`config.mk`:
```
export PLATFORM = sky130hd
export DESIGN_NAME = mem_access_ctrl
export DESIGN_NICKNAME = d
export VERILOG_FILES = /design/src/rtl/mem_access_ctrl_pkg.sv /design/src/rtl/mac_timeout_cnt.sv /design/src/rtl/mem_access_ctrl.sv
export SDC_FILE = /design/constraint.sdc
export NUM_CORES = 1
export LEC_CHECK = 0
export ABC_AREA = 1
export BUFFER_PORTS_ARGS = -buffer_cell sky130_fd_sc_hd__buf_4
export CORE_ASPECT_RATIO = 1.5
export CORE_MARGIN = 2
export CORE_UTILIZATION = 39
export CTS_CLUSTER_SIZE = 8
export DETAILED_ROUTE_END_ITERATION = 16
export PLACE_DENSITY = 0.8
export SLEW_MARGIN = 20
export SYNTH_ARGS = -nofsm -noshare
export SYNTH_HDL_FRONTEND = slang
export SYNTH_HIERARCHICAL = 1
export SYNTH_SLANG_ARGS = --single-unit
```
`constraint.sdc`:
```
create_clock -name clk -period 2.1 [get_ports clk]
set_input_delay 0.105 -clock clk [delete_from_list [all_inputs] [get_ports clk]]
set_output_delay 0.105 -clock clk [all_outputs]
set_load 0.05 [all_outputs]
```
`src/rtl/mem_access_ctrl_pkg.sv`:
```
// Shared widths and state encoding for the MEM-stage access controller.
package mem_access_ctrl_pkg;

   localparam int RegAddrWidth = 5;
   localparam int RegDataWidth = 32;
   localparam int MacCntWidth  = 8;

   typedef enum logic [1:0] {
      MAC_IDLE = 2'd0,
      MAC_REQ  = 2'd1,
      MAC_DONE = 2'd2
   } mac_state_e;

endpackage

```
`src/rtl/mac_timeout_cnt.sv`:
```
// Wait-cycle counter for the bus handshake: synchronous clear, count enable,
// and a terminal-count flag compared against a loadable limit.
module mac_timeout_cnt
   import mem_access_ctrl_pkg::*;
#(
   parameter int W = MacCntWidth
) (
   input  logic         clk,
   input  logic         rst,
   input  logic         clr,
   input  logic         en,
   input  logic [W-1:0] tc_val,
   output logic         tc
);

   logic [W-1:0] count;

   // NOTE: sequential state uses non-blocking assignments so every flop samples pre-edge values.
   always_ff @(posedge clk or posedge rst) begin
      if (rst)
         count <= '0;
      else if (clr)
         count <= '0;
      else if (en)
         count <= count + 1'b1;
   end

   // tc reflects the current count, so the cycle showing tc_val is the last wait cycle.
   assign tc = (count == tc_val);

endmodule

```
`src/rtl/mem_access_ctrl.sv`:
```
// MEM-stage data-memory handshake: stalls the pipeline during loads/stores,
// presents the write-back result and flags misaligned accesses and bus timeouts.
module mem_access_ctrl
   import mem_access_ctrl_pkg::*;
#(
   parameter int DATA_W     = RegDataWidth,
   parameter int REG_ADDR_W = RegAddrWidth,
   parameter int TIMEOUT    = 16
) (
   input  logic                  clk,
   input  logic                  rst,
   input  logic [REG_ADDR_W-1:0] target_MEM,
   input  logic [DATA_W-1:0]     data_in_MEM,
   input  logic [DATA_W-1:0]     rdata_2_MEM,
   input  logic                  WriteReg_MEM,
   input  logic                  MemOrAlu_MEM,
   input  logic                  WriteMem_MEM,
   output logic                  mem_req,
   output logic                  mem_we,
   output logic [DATA_W-1:0]     mem_addr,
   output logic [DATA_W-1:0]     mem_wdata,
   input  logic                  mem_ack,
   input  logic [DATA_W-1:0]     mem_rdata,
   output logic                  stall_req,
   output logic [REG_ADDR_W-1:0] wb_target,
   output logic [DATA_W-1:0]     wb_data,
   output logic                  wb_we,
   output logic                  misalign,
   output logic                  bus_err
);

   mac_state_e          state;
   logic [DATA_W-1:0]   load_q;
   logic                err_q;
   logic                acc;
   logic                is_load;
   logic                aligned;
   logic                cnt_tc;

   // A store flag wins over the load flag when both are set.
   assign acc     = MemOrAlu_MEM | WriteMem_MEM;
   assign is_load = MemOrAlu_MEM & ~WriteMem_MEM;
   assign aligned = (data_in_MEM[1:0] == 2'b00);

   mac_timeout_cnt #(.W(MacCntWidth)) u_timeout_cnt (
      .clk    (clk),
      .rst    (rst),
      .clr    (state == MAC_IDLE),
      .en     (state == MAC_REQ),
      .tc_val (MacCntWidth'(TIMEOUT - 1)),
      .tc     (cnt_tc)
   );

   // NOTE: load_q is a single datapath register, so it is reset with the control state.
   always_ff @(posedge clk or posedge rst) begin
      if (rst) begin
         state  <= MAC_IDLE;
         load_q <= '0;
         err_q  <= 1'b0;
      end else begin
         case (state)
            MAC_IDLE: begin
               if (acc && aligned) begin
                  state <= MAC_REQ;
                  err_q <= 1'b0;
               end
            end
            MAC_REQ: begin
               if (mem_ack) begin
                  load_q <= mem_rdata;
                  state  <= MAC_DONE;
               end else if (cnt_tc) begin
                  err_q <= 1'b1;
                  state <= MAC_DONE;
               end
            end
            MAC_DONE: state <= MAC_IDLE;
            default:  state <= MAC_IDLE;
         endcase
      end
   end

   // Outputs are decoded from state and inputs so the pass-through and the
   // first-cycle stall are zero latency; reset masks every output at once.
   // NOTE: every output gets a default first so no latch is inferred.
   always_comb begin
      mem_req   = 1'b0;
      mem_we    = 1'b0;
      mem_addr  = '0;
      mem_wdata = '0;
      stall_req = 1'b0;
      wb_target = '0;
      wb_data   = '0;
      wb_we     = 1'b0;
      misalign  = 1'b0;
      bus_err   = 1'b0;
      if (!rst) begin
         wb_target = target_MEM;
         wb_data   = data_in_MEM;
         case (state)
            MAC_IDLE: begin
               if (!acc)
                  wb_we = WriteReg_MEM;
               else if (!aligned)
                  misalign = 1'b1;
               else
                  stall_req = 1'b1;
            end
            MAC_REQ: begin
               mem_req   = 1'b1;
               mem_we    = WriteMem_MEM;
               mem_addr  = data_in_MEM;
               mem_wdata = rdata_2_MEM;
               stall_req = 1'b1;
            end
            MAC_DONE: begin
               wb_we   = WriteReg_MEM & ~err_q;
               bus_err = err_q;
               if (is_load && !err_q)
                  wb_data = load_q;
            end
            default: ;
         endcase
      end
   end

endmodule

```
Word level (Yosys, flattened, before mapping)
Index checks and enable logic that the tools add are counted.
{"block": "word_totals", "in_bits": 107, "reg_bits": 43}
{"block": "op_classes", "n_mux": 35, "add_sub_neg": 1, "n_bitwise": 5, "n_eq_ne": 7, "n_reduce_logical": 9}
{"cell": "32-bit 2-to-1 mux", "count": 7}
{"cell": "1-bit 2-to-1 mux", "count": 18}
{"cell": "8-bit 2-to-1 mux", "count": 2}
{"cell": "8-bit by 1-bit adder with 8-bit output, second input constant", "count": 1}
{"cell": "8-bit by 4-bit equality test with 1-bit output, second input constant", "count": 1}
{"cell": "2-bit 2-to-1 mux", "count": 3}
{"cell": "2-bit != test, second input constant", "count": 3}
{"cell": "1-bit one-hot mux with 2 select lines", "count": 3}
{"cell": "5-bit 2-to-1 mux", "count": 1}
{"cell": "2-bit logical NOT", "count": 2}
{"cell": "2-bit one-hot mux with 2 select lines", "count": 1}
{"cell": "2-bit AND reduction", "count": 2}
{"cell": "4-bit AND reduction", "count": 1}
{"cell": "3-bit != test, second input constant", "count": 1}
{"cell": "1-bit AND", "count": 2}
{"cell": "2-bit by 1-bit equality test with 1-bit output, second input constant", "count": 1}
{"cell": "2-bit equality test, second input constant", "count": 1}
{"cell": "1-bit logical AND", "count": 2}
{"cell": "1-bit inverter", "count": 2}
{"cell": "2-bit nonzero test", "count": 1}
{"cell": "1-bit logical NOT", "count": 1}
{"cell": "1-bit OR", "count": 1}

Depth between registers and ports, before layout
Gate-level depths: netlist (run 1).
{"block": "logic_depth", "ltp_word": 6, "depth_mapped": 11}

Modules after synthesis
Netlist (run 1), hierarchy kept.
{"mod": "mem_access_ctrl", "cells_each": 469, "n_inst": 1, "area_each_um2": 2800.2}
{"mod": "mac_timeout_cnt", "cells_each": 78, "n_inst": 1, "area_each_um2": 560.5}

Worst setup path after synthesis (run 1)
No wires, ideal clock.
{"block": "synth_timing", "path_type": "input to output", "startpoint": "input rst", "endpoint": "output wb_data[22]", "setup_slack_ns": -0.268, "arrival_ns": 2.263, "stages": 4, "n_path_buf": 1, "cell_sequence": "inv_1 -> buf_1 -> nand2_1 -> nor2_1"}
{"block": "synth_via", "elab_chain_cells": 1}
{"element": "start: declaration", "line_no": "mem_access_ctrl.sv:11", "source": "input logic rst,"}
{"element": "32-bit 2-to-1 mux", "line_no": "mem_access_ctrl.sv:97", "source": "if (!rst) begin"}
{"element": "end: declaration", "line_no": "mem_access_ctrl.sv:26", "source": "output logic [DATA_W-1:0] wb_data,"}
Every way passes these cells.

Final worst setup path (run 1)
{"block": "layout_timing", "startpoint": "register state[0]", "endpoint": "output wb_data[0]"}
{"block": "layout_via", "elab_chain_cells": 3}
{"element": "start: declaration", "line_no": "mem_access_ctrl.sv:32", "source": "mac_state_e state;"}
{"element": "start signal: assignment", "line_no": "mem_access_ctrl.sv:57", "source": "state <= MAC_IDLE;"}
{"element": "start signal: assignment", "line_no": "mem_access_ctrl.sv:64", "source": "state <= MAC_REQ;"}
{"element": "start signal: assignment", "line_no": "mem_access_ctrl.sv:71", "source": "state <= MAC_DONE;"}
{"element": "2-bit equality test", "line_no": "mem_access_ctrl.sv:100", "source": "case (state)"}
{"element": "32-bit 2-to-1 mux", "line_no": "mem_access_ctrl.sv:100"}
{"element": "32-bit 2-to-1 mux", "line_no": "mem_access_ctrl.sv:97"}
Every way passes these cells.

==> run summary, run 1 <==
Critical Path End = wb_data[0]
Leak = 0.002774 uW
area fraction of the dominant cell type after synthesis = 32.02%
Initial Util = 39.95%
Die ar. = 9391 um2
Clock Sinks = 43
Peak Freq = 504.3 MHz
post-synth top area cell = dfrtp_1
First-pass DRT Iterations = 4
number of library cell types mapped by synthesis = 29
ANT nets after route = 0
first-pass GRT wire length = 16190 um
Post-Layout Cell Count = 859
layout cells sized above 1 = 33.38%
Clk pin slew, worst setup/hold paths = 0.06 ns
Levels on crit path = 7
Critical Path Start = state[0]
worst reg-to-reg path cell count = 7
CP Data Arrival Time = 1.88 ns
grt ovf = 0
WL per Instance = 11.84 um
status = completed
Layout area overhead = 51.41%
CP Buf/Inv Count = 3
io pins = 214
Post-layout nets = 859
Vias = 3976
Top Usage Layer GRT = met2
clock buffers created by TritonCTS = 5
register area share after synthesis = 32.02%
num rows = 41
multi-input logic area = 1794 um2
placed cell count = 850
worst-path cell chain = inv_2 -> nand3_2 -> nor2_4 -> buf_4 -> nor2_1 -> nor2_1 -> buf_4
dpl cell area = 4923 um2
DRC violation count after routing = 0
Core ar. = 8413 um2
GR Util All Layers = 20.95%
clock period minus worst slack = 1.983 ns
CP peak stage delay = 0.49 ns
Clk Tree Root Cell = clkbuf_16
GR Util met3 = 3.758%
clk buf depth = 2
final setup fails = 0
register area = 1076 um2
RSZ-0062 raised after global routing = no
YS warnings = 6
# Post-CTS Setup Buffers = 0
RR Endpoint = u_timeout_cnt/count[5]
M2 GR Usage = 39.50%
Setup TNS = 0 ns
R2R setup slack = 0.58 ns
Hold WS = 0.01317 ns
critical path capture point type = primary output
Worst setup SP type = flop
Syn Area/Cell = 6.144 um2
CP required = 2.00 ns
CTS tree = done
Die Y = 117.7 um
Synth area leaders = dfrtp_1, nand2_1, nor2_1, inv_1, o21ai_0
Non-Filler Cell Area, Final = 5089 um2
Crit Path Category = reg -> out
Fillers = 829
Starting DRT DRC Count = 165
worst vdd ir = 0.5269 mV
Cell Area, Synth = 3361 um2
final cycle utilization of the critical path = 94.42%
CTS H-tree lvls = 2
vias in the first global route = 3729
Power Dens Cells = 713.5 nW/um2
Post-Syn Instances = 547
Die Width = 79.80 um
Detail Placement HPWL = 7944 um
RR Startpoint = state[0]
Top delay family on crit path = buffers and inverters
# diodes = 0
initial antenna violation count = 0
vias per cell = 4.629
skew final = 0.006254 ns
final core occ = 60.48%
Worst-Skew Late Latency = 0.28 ns
I/O Buffers = 213
Fin. Hold Viols = 0
routed wire length = 10170 um
GR met1 Demand/Resource = 23.77%
RePlAce Congestion = 0.9246
HP Class = in -> reg
Max Cap Viol = 0
synthesis-stage register bit count = 43
Worst Path Max Fanout = 35
fin. max-slew vios = 0
slowest cell on the critical path = dfrtp_1
largest net degree at the start of global routing = 55
-- cells in the final DEF, fill, tap and decap left out, types with 3 or more instances in the layout --
| master | Yosys | routed |
|---|---|---|
| buf_12 | 5 | 3 |
| buf_4 | 1 | 217 |
| clkbuf_16 | 0 | 5 |
| conb_1 | 2 | 8 |
| dfrtp_1 | 43 | 43 |
| inv_1 | 57 | 56 |
| inv_2 | 3 | 4 |
| nand2_1 | 189 | 189 |
| nand3_1 | 5 | 5 |
| nor2_1 | 152 | 151 |
| nor2_4 | 5 | 5 |
| nor3_1 | 3 | 3 |
| o21ai_0 | 28 | 28 |
| o21ai_2 | 8 | 8 |
| xor2_1 | 8 | 8 |
-- synthesized netlist by cell type, drive strengths merged --
| library cell | count |
|---|---|
| nand3 | 6 |
| nor2 | 158 |
| nand2 | 190 |
| a21oi | 2 |
| nor3 | 3 |
| a31oi | 1 |
| o31ai | 1 |
| nor4 | 1 |
| conb | 2 |
| clkbuf | 8 |
| nand4 | 2 |
| ha | 1 |
| buf | 23 |
| inv | 60 |
| nor3b | 1 |
| dfrtp | 43 |
| xor2 | 8 |
| o21ai | 36 |
| xnor2 | 1 |
-- report_power, final --
part	internal (uW)	switching, uW	total [uW]	leakage [uW]
sequential	1130	95.4	1220	0.000546
combinational	559	1070	1630	0.00216
clock	444	331	775	0.0000664
-- worst register-to-register path: stages, from the launching register on --
cell	delay [ns]
dfrtp_1	0.54
nand2_4	0.14
inv_2	0.24
nor2_4	0.10
nor2_2	0.15
nand2_1	0.09
nor2_1	0.10
nor2_1	0.06
-- metal layers --
layer	vias up	share of wire, %
met4	0	1.1
li1	2014	-
met1	1823	39
met5	-	0
met3	10	6.2
met2	129	54
-- metrics by stage --
stage | setup slack (ns) | total power, uW
finish | 0.1171 | 3631
global route | 0.004447 | 3879
CTS | 0.07004 | 3672
detailed placement | 0.4023 | 2878
global placement | 0.4208 | 2831
floorplan | 0.00006684 | 2415
-- logic make-up after synthesis --
kind of cell | synth area share (%)
simple gates | 42.55
buf+inv | 15.53
xor+xnor | 2.346
other cells | 0.2235
fa+ha+maj | 0.3722
flops | 32.02
compound gates | 6.962
-- registers in the layout, indices dropped and copies added, names as in the netlist --
signal / cells
load_q: 32
u_timeout_cnt/count: 8
state: 2
err_q: 1
-- final cells by class --
type                    count  share of cell area (%)
clock buffers               5                   2.459
clock inverters             3                  0.4672
inverters                  60                   4.426
multi-input cells         419                   35.26
flip-flops and latches     43                   21.15
well taps                 107                   2.631
repair buffers            222                   33.61
-- what timing repair did --
item	4_1_cts	5_1_grt
endpoints found under the hold margin	4	0
gates resized for setup	0	2
setup endpoints to repair	0	3
hold buffers	1	0
-- worst min-delay path by stage --
stage                     slack, ns                     end    start  cells past startpoint
final                          0.01                state[0]  mem_ack                      2
after global routing           0.01                state[0]  mem_ack                      2
after global placement         0.21              load_q[31]      rst                      2
after CTS                     0.008                state[0]  mem_ack                      2
after floorplan               -0.08  u_timeout_cnt/count[0]      rst                      1
after detailed placement       0.22              load_q[31]      rst                      2
(Power assumes the default switching activity.)
==> inputs of run 2 (changes only) <==
REMOVE_ABC_BUFFERS = 1   (was default)
==> run 2 against run 1 <==
Clock power down 1%; total power down 0.35%; setup slack better by 0.027 ns; register-to-register slack worse by 0.05 ns; count of clock-buffer cells in the layout up 1; cell count unchanged; clock skew down 0.0029 ns; via count down 1.4%; critical path type unchanged; largest power group unchanged.
==> run summary, run 2 (same netlist as run 1, synthesis figures left out) <==
Worst setup SP type = flop
Vias = 3919 (-1.4%)
layout cells sized above 1 = 33.11% (-0.27 points)
routed wire length = 10270 um (+0.99%)
dpl ws = 0.4222 ns (+0.01989 ns)
biggest regs = load_q: 32 flops, u_timeout_cnt/count: 8 flops, state: 2 flops
clock buffers created by TritonCTS = 5 (unchanged)
DRC violation count after routing = 0 (unchanged)
vias per cell = 4.562 (-1.4%)
met3 wire len = 824 um (+30%)
Setup TNS = 0 ns (unchanged)
dpl cell area = 4925 um2 (about the same)
Crit Path Category = reg -> out
Largest register FFs = 32 (unchanged)
CP required = 2.00 ns (about the same)
Final WS setup = 0.1439 ns (+0.02676 ns)
HP Class = in -> reg
final cycle utilization of the critical path = 93.15% (-1.3 points)
Starting DRT DRC Count = 114 (-31%)
clock period minus worst slack = 1.956 ns (-0.02676 ns)
io pins = 214 (unchanged)
RSZ-0062 raised after global routing = no
Post-layout nets = 860 (+0.12%)
Fin. Hold Viols = 0 (unchanged)
Detail Placement HPWL = 7822 um (-1.5%)
grt ovf = 0 (unchanged)
Initial Util = 39.95% (unchanged)
First-pass DRT Iterations = 4 (unchanged)
Clk pin slew, worst setup/hold paths = 0.06 ns (about the same)
first-pass GRT wire length = 16200 um (about the same)
Overall Power = 3618 uW (-0.35%)
largest net degree at the start of global routing = 51 (-7.3%)
CP Data Arrival Time = 1.85 ns (-0.03 ns)
# Post-CTS Setup Buffers = 0 (unchanged)
Worst-Skew Late Latency = 0.28 ns (about the same)
Worst Path Max Fanout = 43 (+23%)
Max Used Layer = met4
num rows = 41 (unchanged)
# diodes = 0 (unchanged)
Core ar. = 8413 um2 (unchanged)
met2 wire length = 5345 um (-2.7%)
Clock Sinks = 43 (unchanged)
Layout area overhead = 51.23%
Fillers = 802 (-3.3%)
Power Dens Cells = 711.9 nW/um2 (-0.23%)
Die Y = 117.7 um (unchanged)
GR Util All Layers = 21.19% (+0.24 points)
worst vdd ir = 0.5398 mV (+2.5%)
Non-Filler Cell Area, Final = 5082 um2 (-0.12%)
Largest Register = load_q
RePlAce Congestion = 0.9204 (-0.45%)
Max Cap Viol = 0 (unchanged)
CTS tree = done
commonest non-fill, non-tap cell in the layout = buf_4
fin. max-slew vios = 0 (unchanged)
WL per Instance = 11.96 um (+0.99%)
critical path capture point type = primary output
Die ar. = 9391 um2 (unchanged)
status = completed
Leak = 0.002783 uW (+0.35%)
skew final = 0.003403 ns (-0.002852 ns)
final core occ = 60.41% (-0.074 points)
clk buf depth = 2 (unchanged)
Peak Freq = 511.2 MHz (+1.4%)
I/O Buffers = 213 (unchanged)
ANT nets after route = 0 (unchanged)
Clk Tree Root Cell = clkbuf_16
CTS H-tree lvls = 2 (unchanged)
leading cell types in the layout, fill and taps excluded = buf_4, nand2_1, nor2_1
vias in the first global route = 3644 (-2.3%)
final setup fails = 0 (unchanged)
Die Width = 79.80 um (unchanged)
initial antenna violation count = 0 (unchanged)
met1 WL = 3949 um (+0.48%)
-- run 2: worst paths after layout --
path	cells past startpoint	end	start	slack, ns
setup reg to reg	6	u_timeout_cnt/count[4]	state[0]	0.53
hold reg to reg	2	err_q	err_q	0.49
setup / recovery	7	mem_addr[25]	state[1]	0.14
hold / removal	3	load_q[25]	mem_rdata[25]	0.03
max in group asynchronous	4	u_timeout_cnt/count[7]	rst	1.01
min in group asynchronous	3	load_q[7]	rst	0.44
-- run 2: per-stage QoR --
| step | hold slack [ns] | std cells |
|---|---|---|
| 3_5_place_dp | 0.1846 | 851 |
| 2_1_floorplan | -0.07934 | 522 |
| 6_report | 0.02932 | 859 |
| 5_1_grt | 0.02838 | 859 |
| 3_3_place_gp | 0.1774 | 851 |
| 4_1_cts | 0.01870 | 859 |
-- run 2: area by class of cell --
type | instances | area (um2) | share of cell area, %
clock buffer | 6 | 138.9 | 2.733
clock inverter | 1 | 5.005 | 0.09847
inverter | 60 | 225.2 | 4.431
multi-input combinational | 419 | 1785 | 35.13
sequential | 43 | 1076 | 21.17
tap | 107 | 133.9 | 2.634
timing repair buffer | 223 | 1718 | 33.80
-- run 2: routing by layer --
layer | global-route usage [%] | up-vias
li1 | - | 2015
met1 | 23.19 | 1728
met2 | 39.60 | 164
met3 | 4.371 | 12
met4 | 6.780 | 0
met5 | 0 | -
-- run 2: report_power, final --
| group | total, uW | leakage, uW | internal, uW | switching [uW] |
|---|---|---|---|---|
| Sequential | 1230 | 0.000546 | 1130 | 98.0 |
| Clock | 767 | 0.0000727 | 464 | 303 |
| Combinational | 1620 | 0.00216 | 559 | 1060 |
| Total | 3620 | 0.00278 | 2150 | 1460 |
-- run 2: worst max-delay path, cell delays in order, from the launching register on --
cell and delay (ns):
dfrtp_1 0.40, inv_1 0.14, nand2_4 0.11, inv_2 0.26, buf_12 0.24, nand2_1 0.07, nor2_1 0.11, buf_4 0.21
-- run 2: what timing repair did --
item	4_1_cts	5_1_grt
gates resized for setup	0	1
endpoints found under the hold margin	4	0
hold buffers	1	0
setup endpoints to repair	0	1
